File: src/rtl/ev22_fetch_pkg.sv
// Shared definitions for the EV22 instruction-byte fetch sequencer.
package ev22_fetch_pkg;

  typedef enum logic [2:0] {
    StResetIdle,
    StFetchOp,
    StFetchLo,
    StFetchHi,
    StIssue
  } fetch_state_e;

  localparam int unsigned IMM_FLAG_BIT = 7;

  function automatic logic is_fetch_state(fetch_state_e s);
    return (s == StFetchOp) || (s == StFetchLo) || (s == StFetchHi);
  endfunction

endpackage

File: src/rtl/imm_fetch_seq.sv
// Opcode/immediate byte fetch sequencer feeding the constant register and decode.
// Build option IMM_BIG_ENDIAN_EN: first immediate byte goes to the high half.
module imm_fetch_seq
  import ev22_fetch_pkg::*;
#(
  parameter int unsigned ADDR_W = 16
) (
  input  logic              clk,
  input  logic              nreset,
  input  logic              pc_load,
  input  logic [ADDR_W-1:0] pc_target,
  output logic [ADDR_W-1:0] pm_addr,
  output logic              pm_rd,
  input  logic [7:0]        pm_data,
  input  logic              pm_valid,
  output logic [7:0]        k_in,
  output logic              byte_select,
  output logic              ena,
  output logic [7:0]        opcode,
  output logic              op_valid,
  input  logic              op_ready,
  output logic [ADDR_W-1:0] pc
);

`ifdef IMM_BIG_ENDIAN_EN
  localparam logic FIRST_SEL = 1'b1;
`else
  localparam logic FIRST_SEL = 1'b0;
`endif

  fetch_state_e      state_q, state_d;
  logic [ADDR_W-1:0] pc_q, pc_d;
  logic [ADDR_W-1:0] pm_addr_q, pm_addr_d;
  logic              pm_rd_q, pm_rd_d;
  logic [7:0]        k_in_q, k_in_d;
  logic              byte_sel_q, byte_sel_d;
  logic              ena_q, ena_d;
  logic [7:0]        opcode_q, opcode_d;
  logic              op_valid_q, op_valid_d;
  logic              outstanding_q, outstanding_d;
  logic              discard_q, discard_d;

  logic redirect;
  logic rsp;
  logic accept;
  logic still_outstanding;

  always_comb begin
    state_d     = state_q;
    pc_d        = pc_q;
    pm_addr_d   = pm_addr_q;
    pm_rd_d     = 1'b0;
    k_in_d      = k_in_q;
    byte_sel_d  = byte_sel_q;
    ena_d       = 1'b0;
    opcode_d    = opcode_q;
    discard_d   = discard_q;

    redirect = pc_load && (state_q != StResetIdle);
    rsp      = pm_valid && outstanding_q;
    // A return for a redirected-away read, or one racing a redirect, carries stale data.
    accept   = rsp && !discard_q && !redirect;

    case (state_q)
      StResetIdle: state_d = StFetchOp;
      StFetchOp: begin
        if (accept) begin
          opcode_d = pm_data;
          state_d  = pm_data[IMM_FLAG_BIT] ? StFetchLo : StIssue;
        end
      end
      StFetchLo: begin
        if (accept) begin
          k_in_d     = pm_data;
          byte_sel_d = FIRST_SEL;
          ena_d      = 1'b1;
          state_d    = StFetchHi;
        end
      end
      StFetchHi: begin
        if (accept) begin
          k_in_d     = pm_data;
          byte_sel_d = ~FIRST_SEL;
          ena_d      = 1'b1;
          state_d    = StIssue;
        end
      end
      StIssue: begin
        if (op_valid_q && op_ready) state_d = StFetchOp;
      end
      default: state_d = StResetIdle;
    endcase

    if (accept) pc_d = pc_q + ADDR_W'(1);

    if (redirect) begin
      pc_d    = pc_target;
      state_d = StFetchOp;
    end

    if (rsp) discard_d = 1'b0;
    if (redirect && outstanding_q && !pm_valid) discard_d = 1'b1;

    // Issue a read whenever a fetch state has nothing in flight; this also
    // delays the post-redirect read until the stale return has been dropped.
    still_outstanding = outstanding_q && !pm_valid;
    pm_rd_d           = is_fetch_state(state_d) && !still_outstanding;
    if (pm_rd_d) pm_addr_d = pc_d;
    outstanding_d = still_outstanding || pm_rd_d;

    op_valid_d = (state_d == StIssue);
  end

  always_ff @(posedge clk or negedge nreset) begin
    if (!nreset) begin
      state_q       <= StResetIdle;
      pc_q          <= '0;
      pm_addr_q     <= '0;
      pm_rd_q       <= 1'b0;
      k_in_q        <= '0;
      byte_sel_q    <= 1'b0;
      ena_q         <= 1'b0;
      opcode_q      <= '0;
      op_valid_q    <= 1'b0;
      outstanding_q <= 1'b0;
      discard_q     <= 1'b0;
    end else begin
      state_q       <= state_d;
      pc_q          <= pc_d;
      pm_addr_q     <= pm_addr_d;
      pm_rd_q       <= pm_rd_d;
      k_in_q        <= k_in_d;
      byte_sel_q    <= byte_sel_d;
      ena_q         <= ena_d;
      opcode_q      <= opcode_d;
      op_valid_q    <= op_valid_d;
      outstanding_q <= outstanding_d;
      discard_q     <= discard_d;
    end
  end

  assign pm_addr     = pm_addr_q;
  assign pm_rd       = pm_rd_q;
  assign k_in        = k_in_q;
  assign byte_select = byte_sel_q;
  assign ena         = ena_q;
  assign opcode      = opcode_q;
  assign op_valid    = op_valid_q;
  assign pc          = pc_q;

endmodule
File: config.mk
export PLATFORM = sky130hd
export DESIGN_NAME = imm_fetch_seq
export DESIGN_NICKNAME = d
export VERILOG_FILES = /design/src/rtl/ev22_fetch_pkg.sv /design/src/rtl/imm_fetch_seq.sv
export SDC_FILE = /design/constraint.sdc
export NUM_CORES = 1
export LEC_CHECK = 0
export ABC_AREA = 1
export CORE_MARGIN = 4
export CORE_UTILIZATION = 45
export CTS_CLUSTER_SIZE = 14
export DETAILED_ROUTE_END_ITERATION = 7
export PLACE_DENSITY = 0.79
export SLEW_MARGIN = 20
export SYNTH_ARGS = -nofsm -noshare
export SYNTH_HDL_FRONTEND = slang
export SYNTH_SLANG_ARGS = --single-unit
File: constraint.sdc
create_clock -name clk -period 3.8 [get_ports clk]
set_input_delay 0.57 -clock clk [delete_from_list [all_inputs] [get_ports clk]]
set_output_delay 0.57 -clock clk [all_outputs]
set_load 0.1 [all_outputs]
After elaboration in Yosys (flattened, before gate mapping)
Index checks and enable logic that the tools add are counted.
Operators by class
  reduce and logical (&&, ||, !) cells: 24
  $add $sub $neg: 1
  multiplexer cells: 16
  equality and inequality tests: 10
Operators by type and width (number)
  $mux 16: 2
  $mux 3: 6
  $add 16x1->16 const B: 1
  $pmux 3 s5: 1
  $eq 3x2->1 const B: 4
  $logic_and 1x1->1: 9
  $eq 3x1->1 const B: 2
  $eq 3x3->1 const B: 2
  $mux 1: 6
  $logic_not 1->1: 4
  $ne 2x2->1 const B: 2
  $reduce_and 2->1: 2
  $reduce_bool 2->1: 2
  $logic_not 3->1: 1
  $logic_or 1x1->1: 3
  $reduce_and 3->1: 1
  $reduce_bool 3->1: 1
  $pmux 1 s2: 1
  $reduce_or 2->1: 1
Word-level totals
  register bits: 57
  output and inout port bits: 52
  input port bits: 29
  word-level logic and storage cells: 62

Depth between registers and ports, before layout
  depth after elaboration: 12
  mapped depth: 13
  mapped depth without buffers: 12

Worst setup path before layout
OpenSTA, ideal clock, no wires.
  kind: register to register
  from: register pc_q[1] (netlist: pc[1])
  to: register pm_addr_q[14] (netlist: pm_addr[14])
  cell stages (with the launch flop): 11
  arrival time: 2.085 ns
  clock period less this slack: 2.205 ns
  slack: 1.595 ns
  buffers on the path: 0
  path through: dfrtp_1 -> ha_1 -> nand2_1 -> nor2_1 -> nand3_1 -> nor2_1 -> nand3_1 -> nand3_1 -> nand2_1 -> nand2_1 -> nand2_1
Between the ends
  longest elaborated chain between the ends: 3
Ends and longest elaborated chain
  start, declared: RTL line imm_fetch_seq.sv:32  | logic [ADDR_W-1:0] pc_q, pc_d;
  start signal, assigned: RTL line imm_fetch_seq.sv:129  | pc_q <= pc_d;
  $add 16x1->16: RTL line imm_fetch_seq.sv:94  | if (accept) pc_d = pc_q + ADDR_W'(1);
  $mux 16: RTL line imm_fetch_seq.sv:94
  $mux 16: RTL line imm_fetch_seq.sv:96  | if (redirect) begin
  via pc_d[14]: RTL line imm_fetch_seq.sv:32
  end signal, assigned: RTL line imm_fetch_seq.sv:130  | pm_addr_q <= pm_addr_d;
  end, declared: RTL line imm_fetch_seq.sv:33  | logic [ADDR_W-1:0] pm_addr_q, pm_addr_d;
The timed path passes the listed nets, and every way through them passes these cells.
A chain may end at the register's enable or synchronous reset.

Worst setup path in the final report
  from: register pc_q[6] (netlist: pc[6])
  to: output pc[6]
RTL lines
  end, declared: RTL line imm_fetch_seq.sv:22  | output logic [ADDR_W-1:0] pc
No word-level cell between the ends.

==> impl_summary.log <==
INFO  metric diodes = 0
INFO  metric worst_hold_slack = 0.292 ns
INFO  metric endpoint_kind = output port
INFO  metric finalCriticalPeriod = 2.55 ns
INFO  metric grt_setup_unrepaired = no
INFO  metric rows = 28
INFO  metric setup.worst_path.start_class = register
INFO  metric postRouteWirelength = 6990 µm
INFO  metric routed.top_layer = met4
INFO  metric detail-route-antenna-nets = 0
INFO  metric finalSetupViolations = 0
INFO  metric worst_ep_arrival_time = 1.98 ns
INFO  metric drt-pass1-iter-count = 5
INFO  metric cp_slowest_cell = clkdlybuf4s50_1
INFO  metric grt_antenna_before_repair = 0
INFO  metric hold_path.class = input port to async pin
INFO  metric via_count = 2,547
INFO  metric number_of_setup_buffers_added_after_cts = 0
INFO  metric highest_count_cells_in_the_layout_ignoring_fill_and_taps = nand2_1, clkdlybuf4s50_1, dfrtp_1
INFO  metric fp.dieH = 86.3 µm
INFO  metric wire_length_of_the_first_global_routing_pass = 11,900 µm
INFO  metric io_buffers = 80
INFO  metric met3_wire_len = 377 µm
INFO  metric yosys.cell_types.count = 27
INFO  metric fp.dieArea = 7440 µm²
INFO  metric chipWidth = 86.3 µm
INFO  metric setup_ws = 1.25 ns
INFO  metric critical_path.cell_chain = clkdlybuf4s50_1
INFO  metric synth-async-reset-ratio = 100%
INFO  metric wl_met1 = 3120 µm
INFO  metric synth-seq-cells = 57
INFO  metric cts-buffers-inserted = 9
INFO  metric outcome = finished, final reports clean
INFO  metric drv_cap = 0
INFO  metric sum_of_buffers_and_inverters_on_the_critical_path = 1
INFO  metric core = 5920 µm²
INFO  metric cts_max_level = 3
INFO  metric final_net_count = 471
INFO  metric final-seq-area = 1430 µm²
INFO  metric io_pins = 81
INFO  metric ys_warn_count = 0
INFO  metric report.final.hold_viol_count = 0
INFO  metric initial_cell_density_of_the_core = 46.6%
INFO  metric final_cell_count_no_fill = 520
INFO  metric overall_track_demand_over_capacity_in_global_routing = 20.5%
INFO  metric synthFlopType = dfrtp_1
INFO  metric cts.sinks = 57
INFO  metric cts_root_buffer = clkbuf_8
INFO  metric worst_ep_required_time = 3.23 ns
INFO  metric post_dp_hpwl = 5030 µm
INFO  metric timing.slew.headroom = 33.5%
INFO  metric grt_start_max_net_pins = 35
INFO  metric totalNegativeSetupSlack = 0 ns
INFO  metric post_synth_inst_count = 355
INFO  metric crit_family = buffers and inverters
INFO  metric clkSlewWorstSetupHoldPaths = 0.07 ns
INFO  metric dr.first_iter.drc_count = 158
INFO  metric post_cts_resized = 0
INFO  metric worst_path_largest_cell_delay = 1.18 ns
INFO  metric finalCritPeriodShare = 67.2%
INFO  metric drc = 0
INFO  metric dpl.cell_count = 505
INFO  metric met2WireLength = 3350 µm
INFO  metric area.growth.synth_to_final = 38.0%
INFO  metric maxSlewViolCount = 0
INFO  metric post_synth_instance_area = 2760 µm²
INFO  metric maximum_operating_frequency = 392 MHz
INFO  metric place_congestion = 0.908
INFO  metric hold_buffers = 0
INFO  metric clock_tree_from_tritoncts = built
INFO  metric clk_latency = 0.33 ns
INFO  metric multiInputGateArea = 1180 µm²
INFO  metric mostFrequentLayoutCell = nand2_1
INFO  metric syn_avg_cell_area = 7.76 µm²
INFO  metric viasPerCell = 4.90
INFO  metric worst_pin_slew = 0.995 ns
INFO  metric preCtsSetupSlack = 1.21 ns
INFO  metric timing_worst_setup_path_type = register to output port
INFO  metric nFillCells = 511
INFO  metric fin_skew = 0.00999 ns
INFO  metric post_dr_wirelength_cell = 13.4 µm
INFO  metric clockBufferDepth = 2
INFO  metric critical_path.max_fanout = 6
INFO  metric synth_edf_count = 0
INFO  metric synth_nets = 385
INFO  metric grt_ovf = 0
INFO  metric number_of_global_route_vias_before_repair = 2,507
INFO  metric drive_above_1_share = 7.64%
INFO  metric seq_area_frac_synth = 51.7%
-- path summary, 6_finish.rpt --
| kind | start | end | slack, ns | depth (start not counted) |
|---|---|---|---|---|
| max | pc[6] | pc[6] | 1.25 | 1 |
| min reg2reg | k_in[6] | k_in[6] | 0.47 | 2 |
| min in group clk | k_in[6] | k_in[6] | 0.47 | 2 |
| min | nreset | pm_addr[14] | 0.29 | 1 |
| max in group asynchronous | nreset | pc[0] | 2.72 | 2 |
| max reg2reg | state_q[0] | pm_addr[14] | 1.72 | 8 |
-- synthesized netlist by cell type, types with 3 or more instances --
library cell | number | area share (%)
nand4_1 | 4 | 0.91
nand2_2 | 4 | 0.91
clkbuf_1 | 3 | 0.41
inv_1 | 26 | 3.5
o21ai_0 | 9 | 1.6
buf_6 | 3 | 1.2
nor2_1 | 25 | 3.4
a31oi_1 | 3 | 0.68
nand3_1 | 16 | 2.9
nand2_1 | 178 | 24
dfrtp_1 | 57 | 52
xor2_1 | 4 | 1.3
nand2_4 | 4 | 1.6
-- cells by family after synthesis --
group / share of synthesized area [%]
simple gates: 36.8
buf+inv: 5.58
compound gates: 4.18
fa+ha+maj: 0.454
flops: 51.7
xor+xnor: 1.27
-- registers in the layout, summed over array words and instances (netlist names) --
register       cells
state_q            3
op_valid           1
outstanding_q      1
k_in               8
pm_rd              1
ena                1
opcode             8
pc                16
byte_select        1
discard_q          1
pm_addr           16
-- final cells by class --
type / count / share of cell area (%)
Timing Repair Buffer: 81 / 21.1
Sequential cell: 57 / 37.5
Multi-Input combinational cell: 263 / 30.9
Clock buffer: 12 / 4.08
Tap cell: 75 / 2.47
Clock inverter: 3 / 1.05
Inverter: 29 / 2.86
-- routing by layer --
layer / track usage [%] / vias to the layer above
li1: - / 1270
met1: 27.2 / 1194
met2: 32.2 / 70
met3: 3.80 / 13
met4: 10.2 / 0
met5: 0 / -
-- per-stage QoR --
step | area (µm²) | utilization, %
detailed placement | 3610 | 60.9
global placement | 3610 | 60.9
finish | 3800 | 64.2
CTS | 3800 | 64.2
global route | 3800 | 64.2
floorplan | 2760 | -
Power is left out: the tool's default activity adds up to more than one toggle a clock period on the data nets, which glitch-free logic cannot reach.
==> variant (same settings) <==
Change the parameter `ADDR_W` from 16 to 15.
--- a/src/rtl/imm_fetch_seq.sv
+++ b/src/rtl/imm_fetch_seq.sv
@@ -5,3 +5,3 @@
 #(
-  parameter int unsigned ADDR_W = 16
+  parameter int unsigned ADDR_W = 15
 ) (
Ports: changed (resized pc, pc_target and pm_addr); port bits go from 81 to 78. The function was not compared with the original's and may differ.
==> variant against the original RTL <==
  * Worst hold slack better by 0.019 ns
  * First-iteration DRC count is 5.1% lower
  * Die area is 5.4% lower
  * Non-clock buffer count is 2 lower
  * Synthesized cell count is 7.6% lower
  * Sequential share of layout area is 1.2 points higher
  * Sequential cell count is 2 lower
  * Routed wire length is 9.8% lower
  * Final area is 6.6% lower
  * Worst setup slack better by 0.025 ns
  * Synthesized area is 5.9% lower
Power is not shown: default switching activity piles up to over one toggle a cycle in this logic, so the estimate is an artifact.
==> variant: results (changes against the original RTL) <==
| Metric | Value |
|---|---|
| Vias in the first global route | `2413 (-3.7%)` |
| Post-DP HPWL | `4830 µm (-4.0%)` |
| First-pass GRT wire length | `10900 µm (-8.9%)` |
| FF-to-FF path depth | `11 (+3)` |
| Yosys cell types | `27 (unchanged)` |
| Initial DRC Count | `150 (-5.1%)` |
| Worst slack, placed | `1.32 ns (+0.107 ns)` |
| Gp weighted congestion | `0.856 (-5.8%)` |
| Max incr delay on CP | `1.19 ns` |
| Status | `finished, final reports clean` |
| Total track usage | `18.9% (-1.6 points)` |
| Post-synth top cells | `nand2_1, dfrtp_1, nor2_1` |
| Pre-antenna DRT Iters | `6 (+1)` |
| DR WL/cell | `13.1 µm (-2.3%)` |
| Synthesized net count | `357 (-7.3%)` |
| Worst-path clk slew | `0.10 ns (+0.03 ns)` |
| Max-slew headroom | `32.9% (-0.59 points)` |
| Largest cells by area after synthesis | `dfrtp_1, nand2_1, nand3_1, nor2_1, inv_1` |
| Hold Slack | `0.312 ns (+0.0193 ns)` |
| Final nets | `436 (-7.4%)` |
| Avg Vias per Cell | `4.93 (+0.63%)` |
| Worst Clk Skew | `0.00783 ns (-0.00216 ns)` |
| Clock insertion delay at the later pin of the skew report | `0.30 ns (-0.03 ns)` |
| Port Buf Inserts | `77 (-3.8%)` |
| Reg2reg setup slack | `1.80 ns (+0.08 ns)` |
| H-tree levels | `2 (-1)` |
| Layout cells sized above 1 | `6.37% (-1.3 points)` |
| Number of buffers created by CTS | `5 (-4)` |
| R2r endpoint | `pm_addr[13]` |
==> variant: changes by cell type in the layout (fill, tap and decap cells not counted), sizes merged, moves of 2 or more <==
cell and delta:
a21oi +4, a31oi -2, clkbuf -7, clkdlybuf4s50 -3
clkinv -3, dfrtp -2, inv -5, nand2 -19
nand3 +2, nor2 -3, o21ai -3
==> variant: final cells by class <==
cell class,count,area (µm²)
inverter,23,86.3
clock inverter,3,67.6
timing repair buffer,79,781
sequential,55,1380
multi-input combinational,243,1080
tap,72,90.1
clock buffer,5,68.8
fill,480,1990
==> variant: kinds of logic after synthesis <==
family	synth area share [%]
xor gates and xnor gates	1.69
and+or+nand+nor	35.3
DFF	53.1
AOI/OAI and AO/OA	4.30
adders and majority gates	0.483
buffers and inverters	5.16
==> variant: how the worst max path moves through the flow <==
stage	from	end	slack (ns)	cells past startpoint
CTS	pc[0]	pc[0]	1.26	1
finish	pc[0]	pc[0]	1.27	1
floorplan	pc[0]	pm_addr[14]	1.72	10
global route	pc[10]	pc[10]	1.19	1
detailed placement	pm_valid	pm_addr[1]	1.32	10
global placement	pm_valid	pm_addr[1]	1.35	10
==> variant: metal layers <==
| metal | track usage, % | up-vias | routed length (µm) |
|---|---|---|---|
| li1 | - | 1176 | - |
| met1 | 23.6 | 1089 | 2740 |
| met2 | 32.3 | 85 | 3100 |
| met3 | 4.54 | 16 | 349 |
| met4 | 5.70 | 0 | 120 |
| met5 | 0 | - | 0 |
==> variant: per-stage QoR <==
stage | cell area (µm²) | cells
3_5_place_dp | 3420 | 472
4_1_cts | 3550 | 480
2_1_floorplan | 2590 | 328
5_1_grt | 3550 | 480
6_report | 3550 | 480
3_3_place_gp | 3420 | 472
